<file path="src/rtl/snoop_pkt_recorder_pkg.sv">
// Shared types for the snoop packet recorder: slot states, snoop FSM states, byte-increment decode.
// Latency: n/a (types and a pure function only).
// Backpressure: n/a.
package snoop_pkt_recorder_pkg;

    localparam int unsigned NUM_SLOTS = 2;

    typedef enum logic [1:0] {
        SLOT_FREE    = 2'd0,
        SLOT_FILLING = 2'd1,
        SLOT_READY   = 2'd2,
        SLOT_READING = 2'd3
    } slot_state_e;

    typedef enum logic [1:0] {
        SN_IDLE  = 2'd0,
        SN_OFFER = 2'd1,
        SN_FILL  = 2'd2
    } sn_state_e;

    // A zero increment stands for a full word of valid bytes.
    function automatic int unsigned decode_byte_inc(input int unsigned inc,
                                                    input int unsigned bytes_per_word);
        return (inc == 0) ? bytes_per_word : inc;
    endfunction

endpackage

</file>
<file path="src/rtl/pkt_slot_ctrl.sv">
// One buffer slot: FREE/FILLING/READY/READING state plus saturating byte-length accumulator.
// Latency: state and length update on the edge after their strobe; visible one cycle after READY.
// Backpressure: holds READY until taken and READING until released.
module pkt_slot_ctrl
    import snoop_pkt_recorder_pkg::*;
#(
    parameter int LEN_WIDTH = 13
) (
    input  logic                 clk,
    input  logic                 rst_n,
    input  logic                 start,
    input  logic                 add_en,
    input  logic [LEN_WIDTH-1:0] add_bytes,
    input  logic                 done,
    input  logic                 take,
    input  logic                 rel,
    output slot_state_e          state,
    output logic [LEN_WIDTH-1:0] len,
    output logic                 visible
);

    slot_state_e          state_q, state_d;
    logic [LEN_WIDTH-1:0] len_q, len_d;
    logic                 vis_q, vis_d;
    logic [LEN_WIDTH:0]   len_sum;

    // Slot lifecycle and length accumulation; a write in the done cycle still counts.
    always_comb begin
        state_d = state_q;
        len_d   = len_q;
        len_sum = {1'b0, len_q} + {1'b0, add_bytes};
        // READY is only exposed after a full cycle so the final memory write lands first.
        vis_d   = (state_q == SLOT_READY);
        case (state_q)
            SLOT_FREE: begin
                if (start) begin
                    state_d = SLOT_FILLING;
                    len_d   = '0;
                end
            end
            SLOT_FILLING: begin
                if (add_en) begin
                    len_d = len_sum[LEN_WIDTH] ? '1 : len_sum[LEN_WIDTH-1:0];
                end
                if (done) begin
                    state_d = SLOT_READY;
                end
            end
            SLOT_READY: begin
                if (take) begin
                    state_d = SLOT_READING;
                end
            end
            SLOT_READING: begin
                if (rel) begin
                    state_d = SLOT_FREE;
                end
            end
            default: state_d = SLOT_FREE;
        endcase
    end

    // Slot state registers.
    always_ff @(posedge clk or negedge rst_n) begin
        if (!rst_n) begin
            state_q <= SLOT_FREE;
            len_q   <= '0;
            vis_q   <= 1'b0;
        end else begin
            state_q <= state_d;
            len_q   <= len_d;
            vis_q   <= vis_d;
        end
    end

    assign state   = state_q;
    assign len     = len_q;
    assign visible = vis_q && (state_q == SLOT_READY);

endmodule

</file>
<file path="src/rtl/snoop_pkt_recorder.sv">
// Two-slot recorder: a snooper fills a free slot word by word, a consumer drains completed packets oldest first.
// Latency: memory write 1 cycle after sn_wr_en; packet visible 2 cycles after sn_done.
// Backpressure: rdy_for_sn only while a slot is free; pkt_valid holds until pkt_ready; one packet read at a time.
module snoop_pkt_recorder
    import snoop_pkt_recorder_pkg::*;
#(
    parameter int SN_FWD_DATA_WIDTH = 64,
    parameter int SN_FWD_ADDR_WIDTH = 9,
    parameter int SN_INC_WIDTH      = 3,
    localparam int LEN_WIDTH = SN_FWD_ADDR_WIDTH + $clog2(SN_FWD_DATA_WIDTH / 8) + 1
) (
    input  logic                         clk,
    input  logic                         rst,
    input  logic [SN_FWD_ADDR_WIDTH-1:0] sn_addr,
    input  logic [SN_FWD_DATA_WIDTH-1:0] sn_wr_data,
    input  logic                         sn_wr_en,
    input  logic [SN_INC_WIDTH-1:0]      sn_byte_inc,
    input  logic                         sn_done,
    output logic                         rdy_for_sn,
    input  logic                         rdy_for_sn_ack,
    output logic [SN_FWD_ADDR_WIDTH:0]   mem_wr_addr,
    output logic [SN_FWD_DATA_WIDTH-1:0] mem_wr_data,
    output logic                         mem_wr_en,
    output logic                         pkt_valid,
    input  logic                         pkt_ready,
    output logic                         pkt_slot,
    output logic [LEN_WIDTH-1:0]         pkt_len,
    input  logic                         pkt_release
);

    localparam int unsigned BYTES_PER_WORD = SN_FWD_DATA_WIDTH / 8;

    logic [1:0]                   rst_sync_q, rst_sync_d;
    logic                         rst_n_int;
    sn_state_e                    sn_state_q, sn_state_d;
    logic                         fill_slot_q, fill_slot_d;
    logic                         first_q, first_d;
    logic                         mem_wr_en_q, mem_wr_en_d;
    logic [SN_FWD_ADDR_WIDTH:0]   mem_wr_addr_q, mem_wr_addr_d;
    logic [SN_FWD_DATA_WIDTH-1:0] mem_wr_data_q, mem_wr_data_d;
    slot_state_e                  slot_state [NUM_SLOTS];
    logic [LEN_WIDTH-1:0]         slot_len   [NUM_SLOTS];
    logic [NUM_SLOTS-1:0]         slot_vis;
    logic [NUM_SLOTS-1:0]         free_next;
    logic                         any_reading;
    logic                         start_fire, wr_fire, done_fire, take_fire;
    logic [LEN_WIDTH-1:0]         inc_bytes;

    // Reset asserts immediately but releases only after two clean edges.
    always_comb rst_sync_d = {rst_sync_q[0], 1'b1};

    // Reset synchroniser.
    always_ff @(posedge clk or negedge rst) begin
        if (!rst) rst_sync_q <= 2'b00;
        else      rst_sync_q <= rst_sync_d;
    end

    assign rst_n_int = rst_sync_q[1];

    assign inc_bytes   = LEN_WIDTH'(decode_byte_inc(32'(sn_byte_inc), BYTES_PER_WORD));
    assign any_reading = (slot_state[0] == SLOT_READING) || (slot_state[1] == SLOT_READING);

    // A slot being released this cycle counts as free so it can be offered next cycle.
    always_comb begin
        for (int i = 0; i < NUM_SLOTS; i++) begin
            free_next[i] = (slot_state[i] == SLOT_FREE) ||
                           ((slot_state[i] == SLOT_READING) && pkt_release);
        end
    end

    // Snoop FSM: pick lowest free slot, offer it, then accept writes until done.
    always_comb begin
        sn_state_d  = sn_state_q;
        fill_slot_d = fill_slot_q;
        start_fire  = 1'b0;
        wr_fire     = 1'b0;
        done_fire   = 1'b0;
        case (sn_state_q)
            SN_IDLE: begin
                if (|free_next) begin
                    sn_state_d  = SN_OFFER;
                    fill_slot_d = !free_next[0];
                end
            end
            SN_OFFER: begin
                if (rdy_for_sn_ack) begin
                    start_fire = 1'b1;
                    sn_state_d = SN_FILL;
                end
            end
            SN_FILL: begin
                wr_fire = sn_wr_en;
                if (sn_done) begin
                    done_fire  = 1'b1;
                    sn_state_d = SN_IDLE;
                end
            end
            default: sn_state_d = SN_IDLE;
        endcase
    end

    // Consumer side: the consumer holds at most one slot, so pkt_release is unambiguous.
    assign pkt_valid = slot_vis[first_q] && !any_reading;
    assign pkt_slot  = first_q;
    assign pkt_len   = slot_len[first_q];
    assign take_fire = pkt_valid && pkt_ready;

    // first_q always names the older READY slot; it moves only on take or completion.
    always_comb begin
        first_d = first_q;
        if (take_fire) begin
            first_d = !first_q;
        end
        if (done_fire) begin
            first_d = ((slot_state[!fill_slot_q] == SLOT_READY) && !take_fire) ? !fill_slot_q
                                                                               : fill_slot_q;
        end
    end

    // Registered memory write port.
    always_comb begin
        mem_wr_en_d   = wr_fire;
        mem_wr_addr_d = mem_wr_addr_q;
        mem_wr_data_d = mem_wr_data_q;
        if (wr_fire) begin
            mem_wr_addr_d = {fill_slot_q, sn_addr};
            mem_wr_data_d = sn_wr_data;
        end
    end

    // Control and write-port registers.
    always_ff @(posedge clk or negedge rst_n_int) begin
        if (!rst_n_int) begin
            sn_state_q    <= SN_IDLE;
            fill_slot_q   <= 1'b0;
            first_q       <= 1'b0;
            mem_wr_en_q   <= 1'b0;
            mem_wr_addr_q <= '0;
            mem_wr_data_q <= '0;
        end else begin
            sn_state_q    <= sn_state_d;
            fill_slot_q   <= fill_slot_d;
            first_q       <= first_d;
            mem_wr_en_q   <= mem_wr_en_d;
            mem_wr_addr_q <= mem_wr_addr_d;
            mem_wr_data_q <= mem_wr_data_d;
        end
    end

    assign rdy_for_sn  = (sn_state_q == SN_OFFER);
    assign mem_wr_en   = mem_wr_en_q;
    assign mem_wr_addr = mem_wr_addr_q;
    assign mem_wr_data = mem_wr_data_q;

    for (genvar i = 0; i < NUM_SLOTS; i++) begin : g_slot
        pkt_slot_ctrl #(
            .LEN_WIDTH (LEN_WIDTH)
        ) u_slot (
            .clk       (clk),
            .rst_n     (rst_n_int),
            .start     (start_fire && (fill_slot_q == 1'(i))),
            .add_en    (wr_fire && (fill_slot_q == 1'(i))),
            .add_bytes (inc_bytes),
            .done      (done_fire && (fill_slot_q == 1'(i))),
            .take      (take_fire && (first_q == 1'(i))),
            .rel       (pkt_release && (slot_state[i] == SLOT_READING)),
            .state     (slot_state[i]),
            .len       (slot_len[i]),
            .visible   (slot_vis[i])
        );
    end

endmodule

</file>
<file path="config.mk">
export PLATFORM = sky130hd
export DESIGN_NAME = snoop_pkt_recorder
export DESIGN_NICKNAME = d
export VERILOG_FILES = /design/src/rtl/snoop_pkt_recorder_pkg.sv /design/src/rtl/pkt_slot_ctrl.sv /design/src/rtl/snoop_pkt_recorder.sv
export SDC_FILE = /design/constraint.sdc
export NUM_CORES = 1
export LEC_CHECK = 0
export CAP_MARGIN = 40
export CORE_MARGIN = 3
export CORE_UTILIZATION = 35
export CTS_CLUSTER_DIAMETER = 30
export CTS_CLUSTER_SIZE = 16
export DETAILED_ROUTE_END_ITERATION = 8
export GPL_ROUTABILITY_DRIVEN = 1
export SLEW_MARGIN = 10
export SYNTH_ARGS = -nofsm -noshare
export SYNTH_HDL_FRONTEND = slang
export SYNTH_HIERARCHICAL = 1
export SYNTH_SLANG_ARGS = --single-unit
</file>
<file path="constraint.sdc">
create_clock -name clk -period 3.1 [get_ports clk]
set_input_delay 0.62 -clock clk [delete_from_list [all_inputs] [get_ports clk]]
set_output_delay 0.62 -clock clk [all_outputs]
set_load 0.02 [all_outputs]
</file>
======== Word-level counts from Yosys, hierarchy flattened ========
Index checks and enable logic that the tools add are counted.
cells by class
  add/subtract/negate cells ............... 2
  multipliers ............................. 0
  divide/modulo/power cells ............... 0
  magnitude comparators ................... 3
  eq/ne operators ......................... 22
  shifts and indexed selects .............. 0
  mux-type cells .......................... 39
  bitwise logic cells ..................... 4
  reduce and logical (&&, ||, !) cells .... 37
operators by type and width
  operator              count
  $mux W13              9
  $pmux W13 S2          2
  $add A13 B4 Y14       2
  $mux W2               14
  $ne A2 B1 Y1 const B  11
  $pmux W2 S4           2
  $logic_and A1 B1 Y1   15
  $eq A2 B2 Y1 const B  6
  $mux W1               10
  $reduce_and A3 Y1     3
  $reduce_and A4 Y1     2
  $eq A2 B1 Y1 const B  3
  $logic_not A2 Y1      3
  $pmux W2 S3           1
  $reduce_bool A2 Y1    3
  $logic_not A1 Y1      5
  $ge A2 B2 Y1 const B  2
  $mux W4               1
  $ne A2 B2 Y1 const B  2
  $not A1 Y2            2
  $logic_not A3 Y1      1
  $logic_or A1 B1 Y1    3
  $lt A1 B2 Y1 const B  1
  $not A1 Y1            2
  other kinds (2)       2
word-level totals
  bits in registers ....................... 113
  bits in latches ......................... 0
  bits in writable memories ............... 0
  memory bits (read-only) ................. 0
  bits of input ports ..................... 83
  output and inout port bits .............. 91
  word-level logic and storage cells ...... 120
  memories ................................ 0

======== Depth between registers and ports, before layout ========
Gate-level depths: netlist (run 1).
  depth after elaboration ................. 10
  mapped depth ............................ 10
  depth with buffers taken out ............ 10

======== Cells and area by module ========
Netlist (run 1), hierarchy kept.
modules (own cells, without submodules)
  module              times used  cells an instance  area an instance (um^2)  seq. area each (um^2)
  snoop_pkt_recorder  1           224                3304.4                   2026.9
  pkt_slot_ctrl       2           169                1413.9                   400.4

======== Worst setup path after synthesis (run 1) ========
No wires, ideal clock.
  path kind ............................... input port to flip-flop
  start point ............................. input port sn_byte_inc[0]
  end point ............................... register g_slot[0].u_slot.len_q[10]
  library setup time ...................... 131 ps
  arrival ................................. 2190 ps
  required time ........................... 2969 ps
  path slack .............................. 778 ps
  cell stages on the path ................. 9
  buffers on the path ..................... 1
  cells stage by stage .................... clkbuf_1 -> ha_1 -> inv_1 -> fa_1 -> nand2b_1 -> a21oi_1 -> o21ai_1 -> a2111oi_0 -> o21ai_1
on the way
  longest elaborated chain between the ends .. 6
RTL lines
  element               RTL line                      text
  from (decl)           snoop_pkt_recorder.sv:17      input logic [SN_INC_WIDTH-1:0] sn_byte_inc,
  $logic_not A3 Y1      snoop_pkt_recorder_pkg.sv:24  return (inc == 0) ? bytes_per_word : inc;
  $mux W4 *             snoop_pkt_recorder_pkg.sv:24
  $add A13 B4 Y14 *     pkt_slot_ctrl.sv:31           len_sum = {1'b0, len_q} + {1'b0, add_bytes};
  $mux W13 *            pkt_slot_ctrl.sv:43           len_d = len_sum[LEN_WIDTH] ? '1 : len_sum[LEN_WIDTH-1:0];
  $mux W13 *            pkt_slot_ctrl.sv:42           if (add_en) begin
  $pmux W13 S2 *        pkt_slot_ctrl.sv:34           case (state_q)
  to (signal assigned)  pkt_slot_ctrl.sv:71           len_q <= len_d;
  to (decl)             pkt_slot_ctrl.sv:23           logic [LEN_WIDTH-1:0] len_q, len_d;
Every way passes the cells marked *; elsewhere a longest branch is shown, timed or not. The select of a mux whose other input is x is not followed.
A chain may end at the register's enable or synchronous reset.

======== Final worst setup path (run 1) ========
  start point ............................. register g_slot[1].u_slot.state_q[0]
  end point ............................... output port pkt_valid
on the way
  longest elaborated chain between the ends .. 5
  elaborated cells between the ends (all ways) .. 8
  those cells by class .................... 2 x eq/ne; 2 x mux; 4 x reduce/logical
RTL lines
  element                                     RTL line                   text
  from (decl)                                 pkt_slot_ctrl.sv:22        slot_state_e state_q, state_d;
  from (signal assigned)                      pkt_slot_ctrl.sv:70        state_q <= state_d;
  $eq A2 B2 Y1                                n/a
  via g_slot[1].u_slot.vis_d                  pkt_slot_ctrl.sv:24        logic vis_q, vis_d;
  $logic_and A1 B1 Y1                         pkt_slot_ctrl.sv:78        assign visible = vis_q && (state_q == SLOT_READY);
  via slot_vis[1]                             snoop_pkt_recorder.sv:43   logic [NUM_SLOTS-1:0] slot_vis;
  $mux W1 (implied by the code) (2 in a row)  snoop_pkt_recorder.sv:103  assign pkt_valid = slot_vis[first_q] && !any_reading;
  $logic_and A1 B1 Y1                         snoop_pkt_recorder.sv:103
  to (decl)                                   snoop_pkt_recorder.sv:24   output logic pkt_valid,
The timed path passes the listed nets, and every way through them passes these cells. The select of a mux whose other input is x is not followed.

==> reports/qor.yml, run 1 <==
dp_hpwl_mm: 12.48
rsz0062_at_grt: "false"
gp_congestion: 0.8408
maxCapViolations: 0
setup-violations-final: 0
placed_cell_area_um2: 8228
final_cell_mix: "clkdlybuf4s50_1 (173), dfrtp_1 (112), mux2_2 (86)"
crit_path_start_kind: "flop"
synth.avg_cell_area_um2: 10.91
drt-initial-drc-count: 180
reg2reg_depth: 9
drive_above_1_share: 0.1966
max_slew_margin: 0.5602
slowest_stage: "clkdlybuf4s50_1"
antenna_left: 0
path_class: "reg2out"
synth-seq-cells: 113
critPathRequiredTime_ns: 2.48
met3_length_mm: 1.816
synthesis.instances: 562
setup_tns_ns: 0
power_w: 0.008009
die_h_um: 138.4
io_buffers: 173
final_core_util: 0.5229
htreeDepth: 4
drt_wl_total_mm: 16.49
final_nets: 881
dieWidth_um: 138.4
cts_made_buffers: 17
initial_utilization: 0.3633
area_growth_syn_to_layout_pct: 43.91
cp_cell_sequence: "inv_1, ha_1, and2_1, mux2i_1, nor2_1, clkdlybuf4s50_1"
vdd_drop_max_uv: 587.9
drc: 0
final_hold_viol_count: 0
final_area_um2: 8825
min_path_type: "reg2async"
min_period_over_period: 0.9287
clockBufferDepth: 2
root_buffer: "clkbuf_16"
hold_buffers: 0
die_area_um2: 19140
final_max_slew_viol_count: 0
netlist_area_um2: 6132
drtPass1Iterations: 4
core_area_um2: 16880
fp-row-count: 47
cts_setup_buffers: 0
worstMarginPinSlew_ns: 0.6596
cts.sinks: 113
fin_crit_ns: 2.879
worst_setup_path_end_kind: "primary output"
clk_pin_slew_worst_paths_ns: 0.06
grt_usage: 0.1761
antenna_found_initial: 0
ys.flop_type: "dfrtp_1"
grt_pass1_vias: 5322
grt-ovfl-total: 0
p_leak_nw: 3.973
vias: 4910
status: "finished, final reports clean"
ys_warn_count: 6
grt_pass1_wl_mm: 27.45
critPathArrivalTime_ns: 2.26
fmaxAchievable_mhz: 347.4
cts.repair.resized: 0
antenna-diode-count: 0
power_density_nw_per_um2: 907.6
via_per_inst: 4.945
clock_skew_ns: 0.01059
cts_tree: "done"
max_stage_delay_ns: 0.62
wl_met2_mm: 7.863
fill_cells: 1509
grt_max_degree: 76
clkLatencyLatePin_ns: 0.41
wl_met1_mm: 6.679
wl_per_cell_um: 16.61
holdWs_ns: 0.2309
top_layer: "met4"
seq_area_frac_synth: 0.4611
synth-edff-count: 0
crit_fanout: 7
synth_cell_types: 50
layout.cells.most_common: "clkdlybuf4s50_1"
ioPinCount: 174
synth-async-reset-ratio: 1.000
[kinds of logic (layout without fill, tap and decap cells)]
logic type,Yosys count,after routing,synth area share
multiplexers,92,92,0.1685
AO/OA/AOI/OAI,118,118,0.1228
buffers and inverters,50,244,0.03775
XOR/XNOR,8,8,0.01143
flip-flops,113,113,0.4611
adder cells (fa/ha/maj),38,38,0.07998
AND/OR/NAND/NOR,141,141,0.1171
other,2,19,0.001225
[stage by stage]
stage / instances / setup slack, ns
after global placement: 960 / 0.1136
after detailed placement: 961 / 0.01827
after global routing: 993 / 0.04949
final: 993 / 0.2212
after floorplan: 579 / 0.7784
after CTS: 993 / 0.1814
[area by class of cell]
class                           count  area (µm²)  area share
Sequential cell                   113        2831      0.3209
Clock buffer                       19       442.9     0.05019
Tap cell                          220       275.3     0.03119
Timing Repair Buffer              184        1872      0.2121
Clock inverter                     13       153.9     0.01744
Multi-Input combinational cell    416        3144      0.3563
Inverter                           28       105.1     0.01191
[metal layers]
layer  track usage  vias up
li1              -     2374
met1        0.2018     2382
met2        0.2901      143
met3       0.09599       11
met4       0.04160        0
met5             0        -
[power by group]
| part | internal (W) | switching (W) | leakage, nW |
|---|---|---|---|
| Clock | 0.00122 | 0.000730 | 0.285 |
| Sequential | 0.00207 | 0.000409 | 1.41 |
| Combinational | 0.00181 | 0.00177 | 2.28 |
| Total | 0.00510 | 0.00291 | 3.97 |
[sequential cells by signal (all words and copies together), names as in the netlist]
| name | cells |
|---|---|
| sn_state_q | 2 |
| g_slot.u_slot/len | 26 |
| mem_wr_data | 64 |
| fill_slot_q | 1 |
| mem_wr_en | 1 |
| rst_sync_q | 2 |
| g_slot.u_slot/vis_q | 2 |
| g_slot.u_slot/state | 4 |
| pkt_slot | 1 |
| mem_wr_addr | 10 |
[synth_stat cells (all sizes together) (10+ instances only)]
cell type | number | area (µm²)
dfrtp | 113 | 2828
mux2 | 87 | 983.4
nand2 | 52 | 200.2
o21ai | 43 | 215.2
a21oi | 37 | 200.2
ha | 36 | 450.4
inv | 28 | 105.1
nor2 | 22 | 82.58
and3 | 15 | 93.84
clkbuf | 12 | 45.04
nand2b | 12 | 75.07
buf | 10 | 81.32
[path summary, 6_finish.rpt]
check	from	to	slack [ns]
worst max register to register	g_slot[1].u_slot/len[0]	g_slot[1].u_slot/len[12]	0.81
worst min register to register	rst_sync_q[1]	mem_wr_data[36]	0.23
worst max-delay path	g_slot[1].u_slot/state[0]	pkt_valid	0.22
worst min-delay path	rst_sync_q[1]	mem_wr_data[36]	0.23
max in group asynchronous	rst_sync_q[1]	mem_wr_addr[5]	2.28
min in group clk	rst_sync_q[0]	rst_sync_q[1]	0.36
[worst max-delay path, delay by kind of cell (launching register included)]
kind | cells | cell delay [ns]
muxes | 1 | 0.10
and+or+nand+nor | 2 | 0.30
DFF | 1 | 0.45
adders and majority gates | 1 | 0.23
buffers and inverters | 2 | 0.77
Note: power is estimated with default switching activity, not from simulation.
==> run 2, diff against run 1 <==
--- a/config.mk
+++ b/config.mk
@@ -7,11 +7,12 @@
 export LEC_CHECK = 0
 export CAP_MARGIN = 40
 export CORE_MARGIN = 3
-export CORE_UTILIZATION = 35
+export CORE_UTILIZATION = 40
 export CTS_CLUSTER_DIAMETER = 30
 export CTS_CLUSTER_SIZE = 16
 export DETAILED_ROUTE_END_ITERATION = 8
 export GPL_ROUTABILITY_DRIVEN = 1
+export PLACE_DENSITY = 0.72
 export SLEW_MARGIN = 10
 export SYNTH_ARGS = -nofsm -noshare
 export SYNTH_HDL_FRONTEND = slang
==> constraint.sdc (replaced) <==
create_clock -name clk -period 2.5 [get_ports clk]
set_input_delay 0.5 -clock clk [delete_from_list [all_inputs] [get_ports clk]]
set_output_delay 0.5 -clock clk [all_outputs]
set_load 0.02 [all_outputs]
==> reports/qor.yml, run 2 (synthesized netlist as in run 1, its figures left out) <==
cts_tree: "done"
crit_family: "buffers and inverters"
critPathArrivalTime_ns: 1.93
max_slew_margin: 0.5807
root_buffer: "clkbuf_16"
io_buffers: 173
grt-ovfl-total: 0
layout.cells.most_common: "clkdlybuf4s50_1"
r2r_end: "g_slot[1].u_slot/len[12]"
grt_pass1_wl_mm: 26.39
die_h_um: 129.8
min_period_over_period: 0.9723
crit_fanout: 15
final_max_slew_viol_count: 0
drtPass1Iterations: 4
final_nets: 892
drc: 0
p_leak_nw: 4.215
gp_congestion: 0.8687
final_cell_mix: "clkdlybuf4s50_1 (158), dfrtp_1 (112), mux2_2 (86)"
clock_skew_ns: 0.007947
rsz0062_at_grt: "false"
maxCapViolations: 0
power_density_nw_per_um2: 1107
clk_pin_slew_worst_paths_ns: 0.06
largest_reg_flops: 64
vdd_drop_max_uv: 907.7
wl_per_cell_um: 16.99
via_per_inst: 5.160
drt-initial-drc-count: 225
clkLatencyLatePin_ns: 0.40
grt_usage: 0.1982
slowest_stage: "clkdlybuf4s50_1"
core_area_um2: 14750
drt_wl_total_mm: 16.45
setup_tns_ns: 0
die_area_um2: 16850
fp-row-count: 44
ioPinCount: 174
power_w: 0.009808
fill_cells: 1226
worst_setup_path_end_kind: "primary output"
drive_above_1_share: 0.2181
cts.sinks: 113
crit_path_start_kind: "flop"
htreeDepth: 4
clockBufferDepth: 2
grt_pass1_vias: 5238
dp_hpwl_mm: 12.53
cp_cell_sequence: "buf_6, mux2_2, clkdlybuf4s50_1"
r2r_start: "g_slot[1].u_slot/len[0]"
dieWidth_um: 129.8
reg2reg_depth: 9
antenna_left: 0
initial_utilization: 0.4156
fin_crit_ns: 2.431
area_growth_syn_to_layout_pct: 44.44
ff2ff_setup_slack_ns: 0.32
path_class: "reg2out"
max_stage_delay_ns: 0.53
vias: 4995
fmaxAchievable_mhz: 411.4
critPathRequiredTime_ns: 2.00
antenna_found_initial: 0
status: "finished, final reports clean"
final_hold_viol_count: 0
worstMarginPinSlew_ns: 0.6289
antenna-diode-count: 0
critPathBufInv: 2
setup-violations-final: 0
cts_made_buffers: 17
grt_max_degree: 76
min_path_type: "in2async"
run 2: cell types whose count changed in the layout (fill, tap and decap cells not counted), sizes merged:
cell	change
clkbuf	+2
dlymetal6s2s	+14
inv	-2
clkinvlp	+3
clkinv	-1
bufinv	-1
clkdlybuf4s50	-15
buf	+11
run 2: what timing repair did:
item / 4_1_cts / 5_1_grt
setup endpoints to repair: 14 / 20
hold buffers: 0 / 0
pin swaps: 0 / 5
resized for setup: 3 / 27
cloned: 0 / 0
buffers inserted: 0 / 2
run 2: metal layers:
metal,GRT usage,wire length [µm],vias up
met1,0.2285,6624,2408
met5,0,0,-
li1,-,-,2393
met2,0.3285,7925,171
met4,0.05134,235,0
met3,0.1011,1662,23
run 2: worst max path at each step:
stage / start / end / slack (ns) / cells after the start
3_3_place_gp: sn_byte_inc[0] / g_slot[1].u_slot/len[10] / -0.39 / 9
4_1_cts: pkt_slot / pkt_len[11] / 0.001 / 3
6_report: pkt_slot / pkt_len[1] / 0.07 / 3
5_1_grt: pkt_slot / pkt_len[1] / 0.002 / 3
2_1_floorplan: sn_byte_inc[0] / g_slot[0].u_slot/len[10] / 0.30 / 9
3_5_place_dp: sn_byte_inc[0] / g_slot[0].u_slot/len[10] / -0.49 / 9
run 2: final cells by class:
class | count | area [µm²] | share of cell area
Clock inverter | 12 | 112.6 | 0.01271
Tap cell | 184 | 230.2 | 0.02599
Inverter | 28 | 105.1 | 0.01187
Timing Repair Buffer | 195 | 1956 | 0.2208
Sequential cell | 113 | 2831 | 0.3197
Clock buffer | 20 | 436.7 | 0.04930
Multi-Input combinational cell | 416 | 3186 | 0.3597
run 2: report_power, final:
group | total (W) | internal, W | switching, W
Sequential | 0.00304 | 0.00257 | 0.000474
Clock | 0.00222 | 0.00137 | 0.000855
Combinational | 0.00454 | 0.00228 | 0.00226
Total | 0.00981 | 0.00622 | 0.00359
run 2: through the flow:
step / instances / utilization / instance area, µm² / setup slack (ns) / hold slack [ns]
global route: 968 / 0.6003 / 8857 / 0.002343 / 0.2375
global placement: 934 / 0.5566 / 8213 / -0.3930 / 0.3383
floorplan: 579 / - / 6197 / 0.2984 / 0.2044
detailed placement: 934 / 0.5566 / 8213 / -0.4949 / 0.3373
finish: 968 / 0.6003 / 8857 / 0.06931 / 0.2527
CTS: 966 / 0.5944 / 8770 / 0.001278 / 0.2329
==> run 3, diff against run 2 <==
==> constraint.sdc (replaced) <==
create_clock -name clk -period 2 [get_ports clk]
set_input_delay 0.4 -clock clk [delete_from_list [all_inputs] [get_ports clk]]
set_output_delay 0.4 -clock clk [all_outputs]
set_load 0.02 [all_outputs]
==> reports/qor.yml, run 3 (synthesized netlist as in run 1, its figures left out) <==
status: "finished, violations left"
violations: "negative setup slack"
htreeDepth: 4
final_hold_viol_count: 0
final_core_util: 0.6275
p_leak_nw: 4.251
final_max_slew_viol_count: 0
placed_cell_area_um2: 8462
drtPass1Iterations: 4
ioPinCount: 174
wl_per_cell_um: 17.53
core_area_um2: 14750
drt_wl_total_mm: 17.49
cts_tree: "done"
cp_cell_sequence: "ha_2, inv_2, fa_2, nand2b_4, a21oi_4, o21ai_4, and3_1, nor4_1, o21ai_1"
min_path_type: "in2async"
critPathArrivalTime_ns: 2.34
final_cell_mix: "clkdlybuf4s50_1 (154), dfrtp_1 (111), mux2_2 (86)"
final_area_um2: 9259
vdd_drop_max_uv: 1255
largest_reg_flops: 64
grt_pass1_wl_mm: 28.01
worst_setup_path_end_kind: "flop"
fmaxAchievable_mhz: 486.2
cts_made_buffers: 17
crit_path_start_kind: "flop"
die_area_um2: 16850
clockBufferDepth: 2
crit_fanout: 5
fin_crit_ns: 2.057
antenna_left: 0
rsz0062_at_grt: "true"
max_stage_delay_ns: 0.37
fp-row-count: 44
setup_slack_ns: -0.05672
grt-ovfl-total: 0
path_class: "reg2reg"
dp_hpwl_mm: 13.03
drive_above_1_share: 0.3063
final_nets: 922
root_buffer: "clkbuf_16"
vias: 5191
fill_cells: 1161
io_buffers: 173
via_per_inst: 5.201
clock_skew_ns: 0.01261
setup-violations-final: 1
slowest_stage: "dfrtp_1"
die_h_um: 129.8
min_period_over_period: 1.028
clk_pin_slew_worst_paths_ns: 0.06
area_growth_syn_to_layout_pct: 50.99
grt_pass1_vias: 5444
drc: 0
initial_utilization: 0.4156
dieWidth_um: 129.8
gp_congestion: 0.9034
cts.sinks: 113
grt_usage: 0.2123
maxCapViolations: 0
critPathRequiredTime_ns: 2.28
clkLatencyLatePin_ns: 0.41
power_density_nw_per_um2: 1383
layout.cells.most_common: "clkdlybuf4s50_1"
antenna_found_initial: 1
grt_max_degree: 55
drt-initial-drc-count: 290
hold_buffers: 0
-- run 3: cell types whose count changed in the layout (fill, tap and decap cells not counted), sizes merged, moves of 2 or more --
cell / previous run / this run
inv: 29 / 31
dlymetal6s2s: 14 / 1
buf: 22 / 63
clkinvlp: 5 / 2
clkbuf: 21 / 27
clkdlybuf4s50: 158 / 154
-- run 3: repair_timing --
item                                   in CTS  in global routing
setup buffers                               7                  2
setup endpoints to repair                  39                 35
gates resized for setup                    63                 57
endpoints found under the hold margin       0                  0
pin swaps                                   9                 25
-- run 3: metrics by stage --
step | instances | worst slack (ns) | hold WS [ns] | power [W] | TNS, ns
floorplan | 579 | -0.01747 | 0.1044 | 0.006922 | -0.03485
global placement | 957 | -0.6152 | 0.2791 | 0.009516 | -13.82
detailed placement | 957 | -0.6834 | 0.2851 | 0.009693 | -15.01
CTS | 995 | -0.01879 | 0.1348 | 0.01273 | -0.02924
global route | 998 | -0.1022 | 0.1346 | 0.01353 | -0.3338
finish | 998 | -0.05672 | 0.1447 | 0.01280 | -0.05672
-- run 3: layer usage --
layer,track usage,wire [µm],vias to the layer above
li1,-,-,2455
met1,0.2374,6763,2534
met2,0.3585,8744,184
met3,0.09947,1722,18
met4,0.07152,262,0
met5,0,0,-
-- run 3: final cells by class --
| type | count | area [µm²] | share of cell area |
|---|---|---|---|
| Multi-Input combinational cell | 416 | 3426 | 0.3700 |
| Sequential cell | 113 | 2833 | 0.3059 |
| Timing Repair Buffer | 225 | 2090 | 0.2257 |
| Clock buffer | 21 | 470.5 | 0.05081 |
| Tap cell | 184 | 230.2 | 0.02486 |
| Inverter | 28 | 105.1 | 0.01135 |
| Clock inverter | 10 | 102.6 | 0.01108 |
| Antenna cell | 1 | 2.502 | 0.0002703 |
-- run 3: final timing paths --
path	depth (start not counted)	slack, ns	start	endpoint
setup reg to reg	9	-0.06	g_slot[0].u_slot/len[0]	g_slot[0].u_slot/len[12]
min in group clk	0	0.36	rst_sync_q[0]	rst_sync_q[1]
hold reg to reg	0	0.27	rst_sync_q[1]	g_slot[0].u_slot/len[9]
setup / recovery	9	-0.06	g_slot[0].u_slot/len[0]	g_slot[0].u_slot/len[12]
max in group asynchronous	1	1.06	rst_sync_q[1]	mem_wr_data[44]
hold / removal	1	0.14	rst	rst_sync_q[1]
-- run 3: worst max-delay path, delay by kind of cell (launching register included) --
| kind | cells | cell delay, ns |
|---|---|---|
| flops | 1 | 0.37 |
| compound gates | 3 | 0.38 |
| simple gates | 3 | 0.58 |
| fa+ha+maj | 2 | 0.55 |
| buf+inv | 1 | 0.04 |
-- run 3: power by group --
| part | internal, W | switching [W] |
|---|---|---|
| sequential | 0.00321 | 0.000571 |
| combinational | 0.00309 | 0.00301 |
| clock | 0.00181 | 0.00111 |
| total | 0.00812 | 0.00468 |
